$ cat src/rtl/glitch_sweep_if.sv
// Host sweep controls plus glitch-engine handshake for glitch_sweep_ctrl.
// slave is the sequencer's view; master is the host/engine side.
interface glitch_sweep_if #(
  parameter int W = 32
);
  logic         start;
  logic         abort;
  logic [W-1:0] off_start;
  logic [W-1:0] off_stop;
  logic [W-1:0] off_step;
  logic [W-1:0] wid_start;
  logic [W-1:0] wid_stop;
  logic [W-1:0] wid_step;
  logic [W-1:0] gl_offset;
  logic [W-1:0] gl_width;
  logic         gl_arm;
  logic         gl_done;
  logic         target_reset_n;
  logic         busy;
  logic         result_valid;
  logic [W-1:0] result_offset;
  logic [W-1:0] result_width;
  logic         result_timeout;
  logic [W-1:0] attempt_cnt;
  logic         sweep_done;

  modport master (
    output start, abort, off_start, off_stop, off_step,
           wid_start, wid_stop, wid_step, gl_done,
    input  gl_offset, gl_width, gl_arm, target_reset_n, busy,
           result_valid, result_offset, result_width, result_timeout,
           attempt_cnt, sweep_done
  );

  modport slave (
    input  start, abort, off_start, off_stop, off_step,
           wid_start, wid_stop, wid_step, gl_done,
    output gl_offset, gl_width, gl_arm, target_reset_n, busy,
           result_valid, result_offset, result_width, result_timeout,
           attempt_cnt, sweep_done
  );
endinterface

$ cat src/rtl/glitch_sweep_ctrl.sv
// Offset x width glitch sweep sequencer; all outputs registered from next state.
// Define GLITCH_SWEEP_TGT_RESET_EN to hold the target in reset before each attempt.
module glitch_sweep_ctrl #(
  parameter int W             = 32,
  parameter int RESET_CYCLES  = 100,
  parameter int SETTLE_CYCLES = 1000,
  parameter int TIMEOUT       = 1000000
) (
  input logic           clk,
  input logic           rst_n,
  glitch_sweep_if.slave bus
);
  // One shared counter times reset hold, settle and the done timeout.
  localparam int PrepMax = (RESET_CYCLES > SETTLE_CYCLES) ? RESET_CYCLES : SETTLE_CYCLES;
  localparam int CntMax  = (PrepMax > TIMEOUT) ? PrepMax : TIMEOUT;
  localparam int CntW    = $clog2(CntMax + 1);
  localparam logic [CntW-1:0] SettleLast  = CntW'(SETTLE_CYCLES - 1);
  localparam logic [CntW-1:0] TimeoutLast = CntW'(TIMEOUT - 1);

`ifdef GLITCH_SWEEP_TGT_RESET_EN
  typedef enum logic [3:0] {
    IDLE, LOAD, RESET_TGT, SETTLE, ARM, WAIT_DONE, REPORT, STEP, DONE
  } state_e;
  localparam logic [CntW-1:0] ResetLast = CntW'(RESET_CYCLES - 1);
  localparam state_e PrepState = RESET_TGT;
`else
  typedef enum logic [3:0] {
    IDLE, LOAD, SETTLE, ARM, WAIT_DONE, REPORT, STEP, DONE
  } state_e;
  localparam state_e PrepState = SETTLE;
`endif

  state_e          state_q, state_d;
  logic [CntW-1:0] cnt_q, cnt_d;
  logic [W-1:0]    curOff_q, curOff_d, curWid_q, curWid_d;
  logic [W-1:0]    offStop_q, offStop_d, offStep_q, offStep_d;
  logic [W-1:0]    widStart_q, widStart_d, widStop_q, widStop_d, widStep_q, widStep_d;
  logic [W:0]      offSum, widSum;
  logic            timedOut;
  logic            busy_q, busy_d, glArm_q, glArm_d;
  logic            resValid_q, resValid_d, resTimeout_q, resTimeout_d;
  logic            sweepDone_q, sweepDone_d;
  logic [W-1:0]    glOffset_q, glOffset_d, glWidth_q, glWidth_d;
  logic [W-1:0]    resOffset_q, resOffset_d, resWidth_q, resWidth_d;
  logic [W-1:0]    attemptCnt_q, attemptCnt_d;

  always_ff @(posedge clk or negedge rst_n) begin
    if (!rst_n) begin
      state_q      <= IDLE;
      cnt_q        <= '0;
      curOff_q     <= '0;
      curWid_q     <= '0;
      offStop_q    <= '0;
      offStep_q    <= '0;
      widStart_q   <= '0;
      widStop_q    <= '0;
      widStep_q    <= '0;
      busy_q       <= 1'b0;
      glArm_q      <= 1'b0;
      resValid_q   <= 1'b0;
      resTimeout_q <= 1'b0;
      sweepDone_q  <= 1'b0;
      glOffset_q   <= '0;
      glWidth_q    <= '0;
      resOffset_q  <= '0;
      resWidth_q   <= '0;
      attemptCnt_q <= '0;
    end else begin
      state_q      <= state_d;
      cnt_q        <= cnt_d;
      curOff_q     <= curOff_d;
      curWid_q     <= curWid_d;
      offStop_q    <= offStop_d;
      offStep_q    <= offStep_d;
      widStart_q   <= widStart_d;
      widStop_q    <= widStop_d;
      widStep_q    <= widStep_d;
      busy_q       <= busy_d;
      glArm_q      <= glArm_d;
      resValid_q   <= resValid_d;
      resTimeout_q <= resTimeout_d;
      sweepDone_q  <= sweepDone_d;
      glOffset_q   <= glOffset_d;
      glWidth_q    <= glWidth_d;
      resOffset_q  <= resOffset_d;
      resWidth_q   <= resWidth_d;
      attemptCnt_q <= attemptCnt_d;
    end
  end

  always_comb begin
    state_d    = state_q;
    curOff_d   = curOff_q;
    curWid_d   = curWid_q;
    offStop_d  = offStop_q;
    offStep_d  = offStep_q;
    widStart_d = widStart_q;
    widStop_d  = widStop_q;
    widStep_d  = widStep_q;
    timedOut   = 1'b0;
    // W+1-bit sums so a step can never wrap past the top of the range.
    offSum     = {1'b0, curOff_q} + {1'b0, offStep_q};
    widSum     = {1'b0, curWid_q} + {1'b0, widStep_q};

    case (state_q)
      IDLE: if (bus.start) state_d = LOAD;
      LOAD: begin
        offStop_d  = bus.off_stop;
        offStep_d  = bus.off_step;
        widStart_d = bus.wid_start;
        widStop_d  = bus.wid_stop;
        widStep_d  = bus.wid_step;
        curOff_d   = bus.off_start;
        curWid_d   = bus.wid_start;
        if (bus.off_start > bus.off_stop || bus.wid_start > bus.wid_stop) state_d = DONE;
        else state_d = PrepState;
      end
`ifdef GLITCH_SWEEP_TGT_RESET_EN
      RESET_TGT: if (cnt_q == ResetLast) state_d = SETTLE;
`endif
      SETTLE: if (cnt_q == SettleLast) state_d = ARM;
      ARM: state_d = WAIT_DONE;
      WAIT_DONE: begin
        if (bus.gl_done) begin
          state_d = REPORT;
        end else if (cnt_q == TimeoutLast) begin
          state_d  = REPORT;
          timedOut = 1'b1;
        end
      end
      REPORT: state_d = STEP;
      STEP: begin
        if (widStep_q != '0 && widSum <= {1'b0, widStop_q}) begin
          curWid_d = widSum[W-1:0];
          state_d  = PrepState;
        end else begin
          curWid_d = widStart_q;
          if (offStep_q != '0 && offSum <= {1'b0, offStop_q}) begin
            curOff_d = offSum[W-1:0];
            state_d  = PrepState;
          end else begin
            state_d = DONE;
          end
        end
      end
      DONE: state_d = IDLE;
      default: state_d = IDLE;
    endcase

    if (bus.abort) state_d = IDLE;

    if (state_d != state_q || state_q == IDLE) cnt_d = '0;
    else cnt_d = cnt_q + CntW'(1);

    busy_d       = (state_d != IDLE);
    glArm_d      = (state_d == ARM);
    resValid_d   = (state_d == REPORT);
    sweepDone_d  = (state_d == DONE);
    glOffset_d   = glOffset_q;
    glWidth_d    = glWidth_q;
    resOffset_d  = resOffset_q;
    resWidth_d   = resWidth_q;
    resTimeout_d = resTimeout_q;
    attemptCnt_d = attemptCnt_q;
    if (state_d == ARM) begin
      glOffset_d = curOff_q;
      glWidth_d  = curWid_q;
    end
    if (state_d == REPORT) begin
      resOffset_d  = curOff_q;
      resWidth_d   = curWid_q;
      resTimeout_d = timedOut;
      attemptCnt_d = attemptCnt_q + W'(1);
    end
    if (state_d == LOAD) attemptCnt_d = '0;
  end

`ifdef GLITCH_SWEEP_TGT_RESET_EN
  logic tgtRstN_q;
  logic tgtRstN_d;

  assign tgtRstN_d = (state_d != RESET_TGT);

  always_ff @(posedge clk or negedge rst_n) begin
    if (!rst_n) tgtRstN_q <= 1'b1;
    else        tgtRstN_q <= tgtRstN_d;
  end

  assign bus.target_reset_n = tgtRstN_q;
`else
  assign bus.target_reset_n = 1'b1;
`endif

  assign bus.busy           = busy_q;
  assign bus.gl_arm         = glArm_q;
  assign bus.gl_offset      = glOffset_q;
  assign bus.gl_width       = glWidth_q;
  assign bus.result_valid   = resValid_q;
  assign bus.result_offset  = resOffset_q;
  assign bus.result_width   = resWidth_q;
  assign bus.result_timeout = resTimeout_q;
  assign bus.attempt_cnt    = attemptCnt_q;
  assign bus.sweep_done     = sweepDone_q;
endmodule
$ cat src/flat_wrapper.sv
// flat-port wrapper written by rule: the top's interface ports become plain ports
module glitch_sweep_ctrl_flat 
#(
  parameter int W             = 32,
  parameter int RESET_CYCLES  = 100,
  parameter int SETTLE_CYCLES = 1000,
  parameter int TIMEOUT       = 1000000
)
  (clk, rst_n, bus_start, bus_abort, bus_off_start, bus_off_stop, bus_off_step, bus_wid_start, bus_wid_stop, bus_wid_step, bus_gl_done, bus_gl_offset, bus_gl_width, bus_gl_arm, bus_target_reset_n, bus_busy, bus_result_valid, bus_result_offset, bus_result_width, bus_result_timeout, bus_attempt_cnt, bus_sweep_done);
  glitch_sweep_if #(.W(W)) bus_i ();
  input logic clk;
  input logic rst_n;
  input wire logic [$bits(bus_i.start)-1:0] bus_start;
  input wire logic [$bits(bus_i.abort)-1:0] bus_abort;
  input wire logic [$bits(bus_i.off_start)-1:0] bus_off_start;
  input wire logic [$bits(bus_i.off_stop)-1:0] bus_off_stop;
  input wire logic [$bits(bus_i.off_step)-1:0] bus_off_step;
  input wire logic [$bits(bus_i.wid_start)-1:0] bus_wid_start;
  input wire logic [$bits(bus_i.wid_stop)-1:0] bus_wid_stop;
  input wire logic [$bits(bus_i.wid_step)-1:0] bus_wid_step;
  input wire logic [$bits(bus_i.gl_done)-1:0] bus_gl_done;
  output wire logic [$bits(bus_i.gl_offset)-1:0] bus_gl_offset;
  output wire logic [$bits(bus_i.gl_width)-1:0] bus_gl_width;
  output wire logic [$bits(bus_i.gl_arm)-1:0] bus_gl_arm;
  output wire logic [$bits(bus_i.target_reset_n)-1:0] bus_target_reset_n;
  output wire logic [$bits(bus_i.busy)-1:0] bus_busy;
  output wire logic [$bits(bus_i.result_valid)-1:0] bus_result_valid;
  output wire logic [$bits(bus_i.result_offset)-1:0] bus_result_offset;
  output wire logic [$bits(bus_i.result_width)-1:0] bus_result_width;
  output wire logic [$bits(bus_i.result_timeout)-1:0] bus_result_timeout;
  output wire logic [$bits(bus_i.attempt_cnt)-1:0] bus_attempt_cnt;
  output wire logic [$bits(bus_i.sweep_done)-1:0] bus_sweep_done;
  assign bus_i.start = bus_start;
  assign bus_i.abort = bus_abort;
  assign bus_i.off_start = bus_off_start;
  assign bus_i.off_stop = bus_off_stop;
  assign bus_i.off_step = bus_off_step;
  assign bus_i.wid_start = bus_wid_start;
  assign bus_i.wid_stop = bus_wid_stop;
  assign bus_i.wid_step = bus_wid_step;
  assign bus_i.gl_done = bus_gl_done;
  assign bus_gl_offset = bus_i.gl_offset;
  assign bus_gl_width = bus_i.gl_width;
  assign bus_gl_arm = bus_i.gl_arm;
  assign bus_target_reset_n = bus_i.target_reset_n;
  assign bus_busy = bus_i.busy;
  assign bus_result_valid = bus_i.result_valid;
  assign bus_result_offset = bus_i.result_offset;
  assign bus_result_width = bus_i.result_width;
  assign bus_result_timeout = bus_i.result_timeout;
  assign bus_attempt_cnt = bus_i.attempt_cnt;
  assign bus_sweep_done = bus_i.sweep_done;
  glitch_sweep_ctrl #(.W(W), .RESET_CYCLES(RESET_CYCLES), .SETTLE_CYCLES(SETTLE_CYCLES), .TIMEOUT(TIMEOUT)) u_core (.clk(clk), .rst_n(rst_n), .bus(bus_i));
endmodule
$ cat config.mk
export PLATFORM = sky130hd
export DESIGN_NAME = glitch_sweep_ctrl_flat
export DESIGN_NICKNAME = d
export VERILOG_FILES = /design/src/rtl/glitch_sweep_if.sv /design/src/rtl/glitch_sweep_ctrl.sv /design/src/flat_wrapper.sv
export SDC_FILE = /design/constraint.sdc
export NUM_CORES = 1
export LEC_CHECK = 0
export ABC_AREA = 1
export BUFFER_PORTS_ARGS = -buffer_cell sky130_fd_sc_hd__buf_2
export CORE_AREA = 8 8 226 228
export CTS_BUF_LIST = sky130_fd_sc_hd__clkbuf_8
export CTS_CLUSTER_DIAMETER = 50
export CTS_CLUSTER_SIZE = 8
export DETAILED_ROUTE_END_ITERATION = 7
export DIE_AREA = 0 0 234 236
export PLACE_DENSITY = 0.84
export SKIP_CTS_REPAIR_TIMING = 1
export SYNTH_ARGS = -nofsm -noshare
export SYNTH_HDL_FRONTEND = slang
export SYNTH_SLANG_ARGS = --single-unit
$ cat constraint.sdc
create_clock -name clk -period 11.1 [get_ports clk]
set_input_delay 1.11 -clock clk [delete_from_list [all_inputs] [get_ports clk]]
set_output_delay 1.11 -clock clk [all_outputs]
set_load 0.005 [all_outputs]
Word-level counts from Yosys, hierarchy flattened
Index checks and enable logic that the tools add are counted.

storage, ports and cells
  register bits = 413
  input port bits = 197
  output and inout port bits = 166
  word-level logic and storage cells = 73

operators by class
  $add $sub $neg = 4
  magnitude comparators = 4
  equality and inequality tests = 15
  mux-type cells = 20
  reduce and logical (&&, ||, !) cells = 11

operator list
  operator                                                                 number
  32-bit 2-to-1 mux                                                        5
  32-bit one-hot mux with 2 select lines                                   2
  32-bit by 32-bit adder with 33-bit output                                2
  33-bit by 32-bit less-or-equal comparator with 1-bit output              2
  32-bit > comparator                                                      2
  32-bit nonzero test                                                      2
  32-bit by 1-bit adder with 32-bit output, second input constant          1
  4-bit one-hot mux with 7 select lines                                    1
  4-bit 2-to-1 mux                                                         6
  20-bit by 1-bit adder with 20-bit output, second input constant          1
  20-bit by 10-bit equality test with 1-bit output, second input constant  1
  20-bit equality test, second input constant                              1
  4-bit by 3-bit equality test with 1-bit output, second input constant    5
  20-bit 2-to-1 mux                                                        1
  4-bit by 2-bit equality test with 1-bit output, second input constant    3
  4-bit by 1-bit equality test with 1-bit output, second input constant    2
  3-bit 2-to-1 mux                                                         2
  4-bit zero test                                                          1
  4-bit != test                                                            1
  2-bit nonzero test                                                       2
  4-bit nonzero test                                                       1
  1-bit 2-to-1 mux                                                         3
  3-bit AND reduction                                                      1
  1-bit logical AND                                                        2
  other kinds (3)                                                          4

Depth between registers and ports, before layout
  depth in word-level cells = 10
  gate-level depth with buffers = 36
  gate-level depth less buffers = 34

Worst setup path after synthesis
No wires, ideal clock.

  path kind = reg2reg
  from = reg u_core.offStep_q[0]
  to = reg u_core.resOffset_q[23] (netlist: u_core.bus.result_offset[23])
  library setup time = 0.117 ns
  arrival time = 4.098 ns
  required time = 10.983 ns
  slack = 6.885 ns
  cell stages (with the launch flop) = 34
  path buffers = 2
  clock period less this slack = 4.215 ns
  cells stage by stage = dfrtp_1 ha_1 fa_1 nand3_1 nand2_1 a21oi_1 o21ai_2 nand2_1 nand2_1 a21oi_1 o21ai_0 xor2_1 ha_1 nand2_1 nor2_1 nand2_1 nor3_1 nand2_1 nand2_1 nand2_1 nand2_1 nand2_1 nand2_1 nand2_1 a21oi_2 nand2_4 nand2_2 nand2_2 nor2_4 nand2_2 buf_6 buf_6 nand2_1 nand2_1

between the ends
  cells in the longest elaborated chain, start to end = 8
  elaborated cells on any way between the ends = 9
  those cells by class = add/sub (1); order compare (1); eq/ne (1); mux (4); reduce/logical (2)

RTL lines
  what                                                         RTL line                  RTL
  start: declaration                                           glitch_sweep_ctrl.sv:36   logic [W-1:0] offStop_q, offStop_d, offStep_q, offStep_d;
  start signal: assignment                                     glitch_sweep_ctrl.sv:74   offStep_q <= offStep_d;
  32-bit by 32-bit adder with 33-bit output                    glitch_sweep_ctrl.sv:102  offSum = {1'b0, curOff_q} + {1'b0, offStep_q};
  33-bit by 32-bit less-or-equal comparator with 1-bit output  glitch_sweep_ctrl.sv:138  if (offStep_q != '0 && offSum <= {1'b0, offStop_q}) begin
  1-bit logical AND *                                          glitch_sweep_ctrl.sv:138
  3-bit 2-to-1 mux *                                           glitch_sweep_ctrl.sv:138
  4-bit 2-to-1 mux *                                           glitch_sweep_ctrl.sv:133  if (widStep_q != '0 && widSum <= {1'b0, widStop_q}) begin
  4-bit one-hot mux with 7 select lines *                      glitch_sweep_ctrl.sv:105  case (state_q)
  4-bit 2-to-1 mux *                                           glitch_sweep_ctrl.sv:150  if (bus.abort) state_d = IDLE;
  4-bit by 3-bit equality test with 1-bit output *             glitch_sweep_ctrl.sv:169  if (state_d == REPORT) begin
  end signal: assignment                                       glitch_sweep_ctrl.sv:85   resOffset_q <= resOffset_d;
  end: declaration                                             glitch_sweep_ctrl.sv:44   logic [W-1:0] resOffset_q, resOffset_d, resWidth_q, resWidth_d;

Mark *: on every way between the ends. The rest lies on a longest branch, timed or not.
A chain may end at the register's enable or synchronous reset.

Worst setup path after layout
  from = reg u_core.widStep_q[2]
  to = reg u_core.curOff_q[29]

between the ends
  cells in the longest elaborated chain, start to end = 5
  elaborated cells on any way between the ends = 6
  those cells by class = add/sub (1); order compare (1); eq/ne (1); reduce/logical (3)

RTL lines
  what                                                         RTL line                  RTL
  start: declaration                                           glitch_sweep_ctrl.sv:37   logic [W-1:0] widStart_q, widStart_d, widStop_q, widStop_d, widStep_q, widStep_d;
  start signal: assignment                                     glitch_sweep_ctrl.sv:77   widStep_q <= widStep_d;
  32-bit by 32-bit adder with 33-bit output                    glitch_sweep_ctrl.sv:103  widSum = {1'b0, curWid_q} + {1'b0, widStep_q};
  33-bit by 32-bit less-or-equal comparator with 1-bit output  glitch_sweep_ctrl.sv:133
  1-bit logical AND *                                          glitch_sweep_ctrl.sv:133
  2-bit != test (no source line) *                             n/a
  3-bit AND reduction (no source line) *                       n/a
  end signal: assignment                                       glitch_sweep_ctrl.sv:71   curOff_q <= curOff_d;
  end: declaration                                             glitch_sweep_ctrl.sv:35   logic [W-1:0] curOff_q, curOff_d, curWid_q, curWid_d;

Marked as above.

==> flow_metrics.py <==
metrics = {
    "floorplanning": {
        "placement_rows": 80,
        "coreArea_sq_um": 47300,
        "die_y_um": 236,
        "start_util_pct": 51.4,
        "die_area_sq_um": 55200,
        "fp.dieW_um": 234,
        "io_pins": 363,
    },
    "sta": {
        "slew_violations": 0,
        "finalSetupViolations": 0,
        "post-route-min-period_ns": 6.90,
        "finalCritPeriodShare_pct": 62.2,
        "finalHoldViolCount": 0,
        "clock_skew_ns": 0.0318,
        "worstMarginPinSlew_ns": 1.08,
        "fin_hold_ws_ns": 0.463,
        "max_freq_mhz": 145,
        "rsz0062_at_grt": "no",
        "tns_ns": 0,
        "slew_headroom_pct": 27.6,
    },
    "synth": {
        "synth_top_area_share_pct": 42.5,
        "synth-compound-area-share_pct": 11.3,
        "synthTopCellsByCount": "nand2_1 (996), dfrtp_1 (413), inv_1 (362)",
        "synth_cell_type_count": 54,
        "synth_cells": 3154,
        "synth_adder_area_share_pct": 10.1,
        "synth_top_family_by_area": "simple AND/OR/NAND/NOR gates",
        "synth.yosys.seq_area_share_pct": 42.5,
        "yosys.area_share.simple_pct": 24.4,
        "synth_nets": 3547,
        "netlist_area_sq_um": 24300,
        "synth.area.mux_share_pct": 0,
        "synth_most_common_cell": "nand2_1",
        "synth_ff_type": "dfrtp_1",
        "synthArstFlopShare_pct": 100,
        "ys_ff_latch": 413,
        "yosysWarnings": 0,
        "synth.largest_area_cell": "dfrtp_1",
        "synth_edf_count": 0,
        "ys_top_cells_by_area": "dfrtp_1 (42%), nand2_1 (15%), ha_1 (10%)",
        "synth_xor_area_share_pct": 3.53,
        "synth.avg_cell_area_sq_um": 7.72,
    },
    "global_routing": {
        "grt_pass1_wl_mm": 121,
        "grt_start_max_net_pins": 225,
        "grt_overflow": 0,
        "antenna_found_initial": 18,
        "grt_pass1_vias": 22661,
        "grt_use_total_pct": 27.3,
    },
    "worst_setup_path": {
        "worstPathArrival_ns": 7.38,
        "critical_path_class": "flip-flop to flip-flop",
        "worstSetupStartpointType": "flip-flop",
        "cp-end-kind": "flip-flop",
        "crit_fanout": 42,
        "worstPathRequired_ns": 11.58,
    },
    "finish": {
        "fin_area_sq_um": 27600,
        "final_layout_size_suffix_gt1_share_pct": 13.8,
        "finalNetCount": 3876,
        "syn2layout_area_growth_pct": 13.5,
    },
    "status": {
        "status": "finished clean",
    },
    "clocking": {
        "cts_tree": "yes",
        "htreeDepth": 3,
        "cts-root-buf": "clkbuf_8",
        "clkLatencyLatePin_ns": 0.65,
        "clk_pin_slew_ns": 0.07,
        "cts_sinks": 413,
        "clockBufferDepth": 3,
        "cts_inserted_buffers": 66,
    },
    "route": {
        "drc_errors": 0,
        "wl_per_cell_um": 18.5,
        "via_per_inst": 5.54,
        "drtPass1Iterations": 8,
        "postRouteAntennaNets": 0,
        "vias": 22856,
        "finalWirelength_mm": 76.4,
        "drtIter0Drc": 2111,
    },
    "power": {
        "swShare_pct": 44.9,
        "p_clk_share_pct": 18.5,
        "power_frac_seq_pct": 32.6,
        "internal_power_uw": 3720,
        "power.density_nw_per_um2": 245,
        "p_leak_uw": 0.0148,
        "combPwrFrac_pct": 48.9,
        "p_sw_uw": 3030,
        "ir_drop_mv": 0.169,
    },
    "place": {
        "port_buffers": 361,
        "place_area_sq_um": 26500,
        "gp_congestion": 0.950,
        "post-dp-hpwl_mm": 56.1,
    },
    "hold_path": {
        "worstHoldPathType": "flip-flop to flip-flop",
    },
    "run": {
        "drv_cap": 0,
    },
}
==> metal layers <==
layer / GRT usage [%] / up-vias / routed length [um]
met4: 11.5 / 16 / 2630
met5: 0 / - / 111
li1: - / 10855 / -
met3: 6.93 / 191 / 6940
met2: 41.6 / 1009 / 33800
met1: 36.5 / 10785 / 32900
==> power groups by stage <==
stage	sequential (uW)	clock, uW	combinational [uW]
2_1_floorplan	2130	0	2280
3_3_place_gp	2200	0	3180
3_5_place_dp	2210	0	3250
4_1_cts	2190	1270	3280
5_1_grt	2240	1330	3750
6_report	2200	1250	3300
==> worst max-delay path, cell delays in order, from the launching register on <==
cell and delay, ns:
dfrtp_1 0.40, ha_1 0.36, a21oi_1 0.15, nand2_1 0.12, a21o_1 0.21, a21boi_0 0.33
o21ai_1 0.17, a21boi_0 0.41, o21ai_0 0.27, nand2_1 0.17, nand3_1 0.09, and2_1 0.20
ha_1 0.28, nand2_1 0.05, inv_1 0.06, nand3_1 0.07, nor4_1 0.27, nand4_1 0.18
nand2_1 0.15, nand2_4 0.32, inv_1 0.13, buf_4 0.38, nand2_1 0.09, nand2_1 0.82
inv_2 0.63, o211ai_1 0.30, o21ai_0 0.12
==> kinds of logic (layout without fill, tap and decap cells) <==
group | after synthesis | in the layout
compound gates | 511 | 511
xor+xnor | 98 | 98
fa+ha+maj | 196 | 196
buf+inv | 481 | 828
flops | 413 | 413
other cells | 2 | 13
simple gates | 1453 | 1453
==> layout by cell type, fill, tap and decap left out, types with 9 or more instances in the layout <==
cell,n
clkbuf_8,70
a21oi_1,170
nor2_1,170
dfrtp_1,413
nor4_1,28
nand2_1,996
o21ai_0,199
nand4_1,23
inv_1,366
nor3_1,47
o21ai_1,76
ha_1,194
o2bb2ai_1,9
xor2_1,71
nand3_1,159
buf_4,11
xnor2_1,27
diode_2,11
o211ai_1,11
buf_2,360
==> through the flow <==
step | util [%] | instances | total power, uW | setup slack, ns
6_report | 58.4 | 4127 | 6760 | 4.20
5_1_grt | 58.4 | 4123 | 7320 | 3.67
4_1_cts | 58.3 | 4116 | 6740 | 4.24
3_5_place_dp | 55.9 | 4030 | 5460 | 4.27
3_3_place_gp | 55.9 | 4030 | 5380 | 4.31
2_1_floorplan | - | 3154 | 4410 | 6.89
==> final timing paths <==
kind                       slack [ns]  depth (start not counted)                          end                   startpoint
max in group asynchronous        8.45                          3  u_core.bus.result_width[15]                        rst_n
hold / removal                   0.46                          2  u_core.bus.result_width[10]  u_core.bus.result_width[10]
min in group asynchronous        0.53                          1     u_core.bus.gl_offset[23]                        rst_n
setup / recovery                 4.20                         26          u_core.curOff_q[29]          u_core.widStep_q[2]
setup reg to reg                 4.20                         26          u_core.curOff_q[29]          u_core.widStep_q[2]
hold reg to reg                  0.46                          2  u_core.bus.result_width[10]  u_core.bus.result_width[10]
==> layout make-up <==
type	instances	area, sq um
fill	4258	19700
multi-input combinational	2260	12100
sequential	413	10300
timing repair buffer	374	1940
inverter	368	1380
clock buffer	70	963
tap	615	769
clock inverter	16	161
antenna	11	27.5
Note: power is estimated with default switching activity, not from simulation.
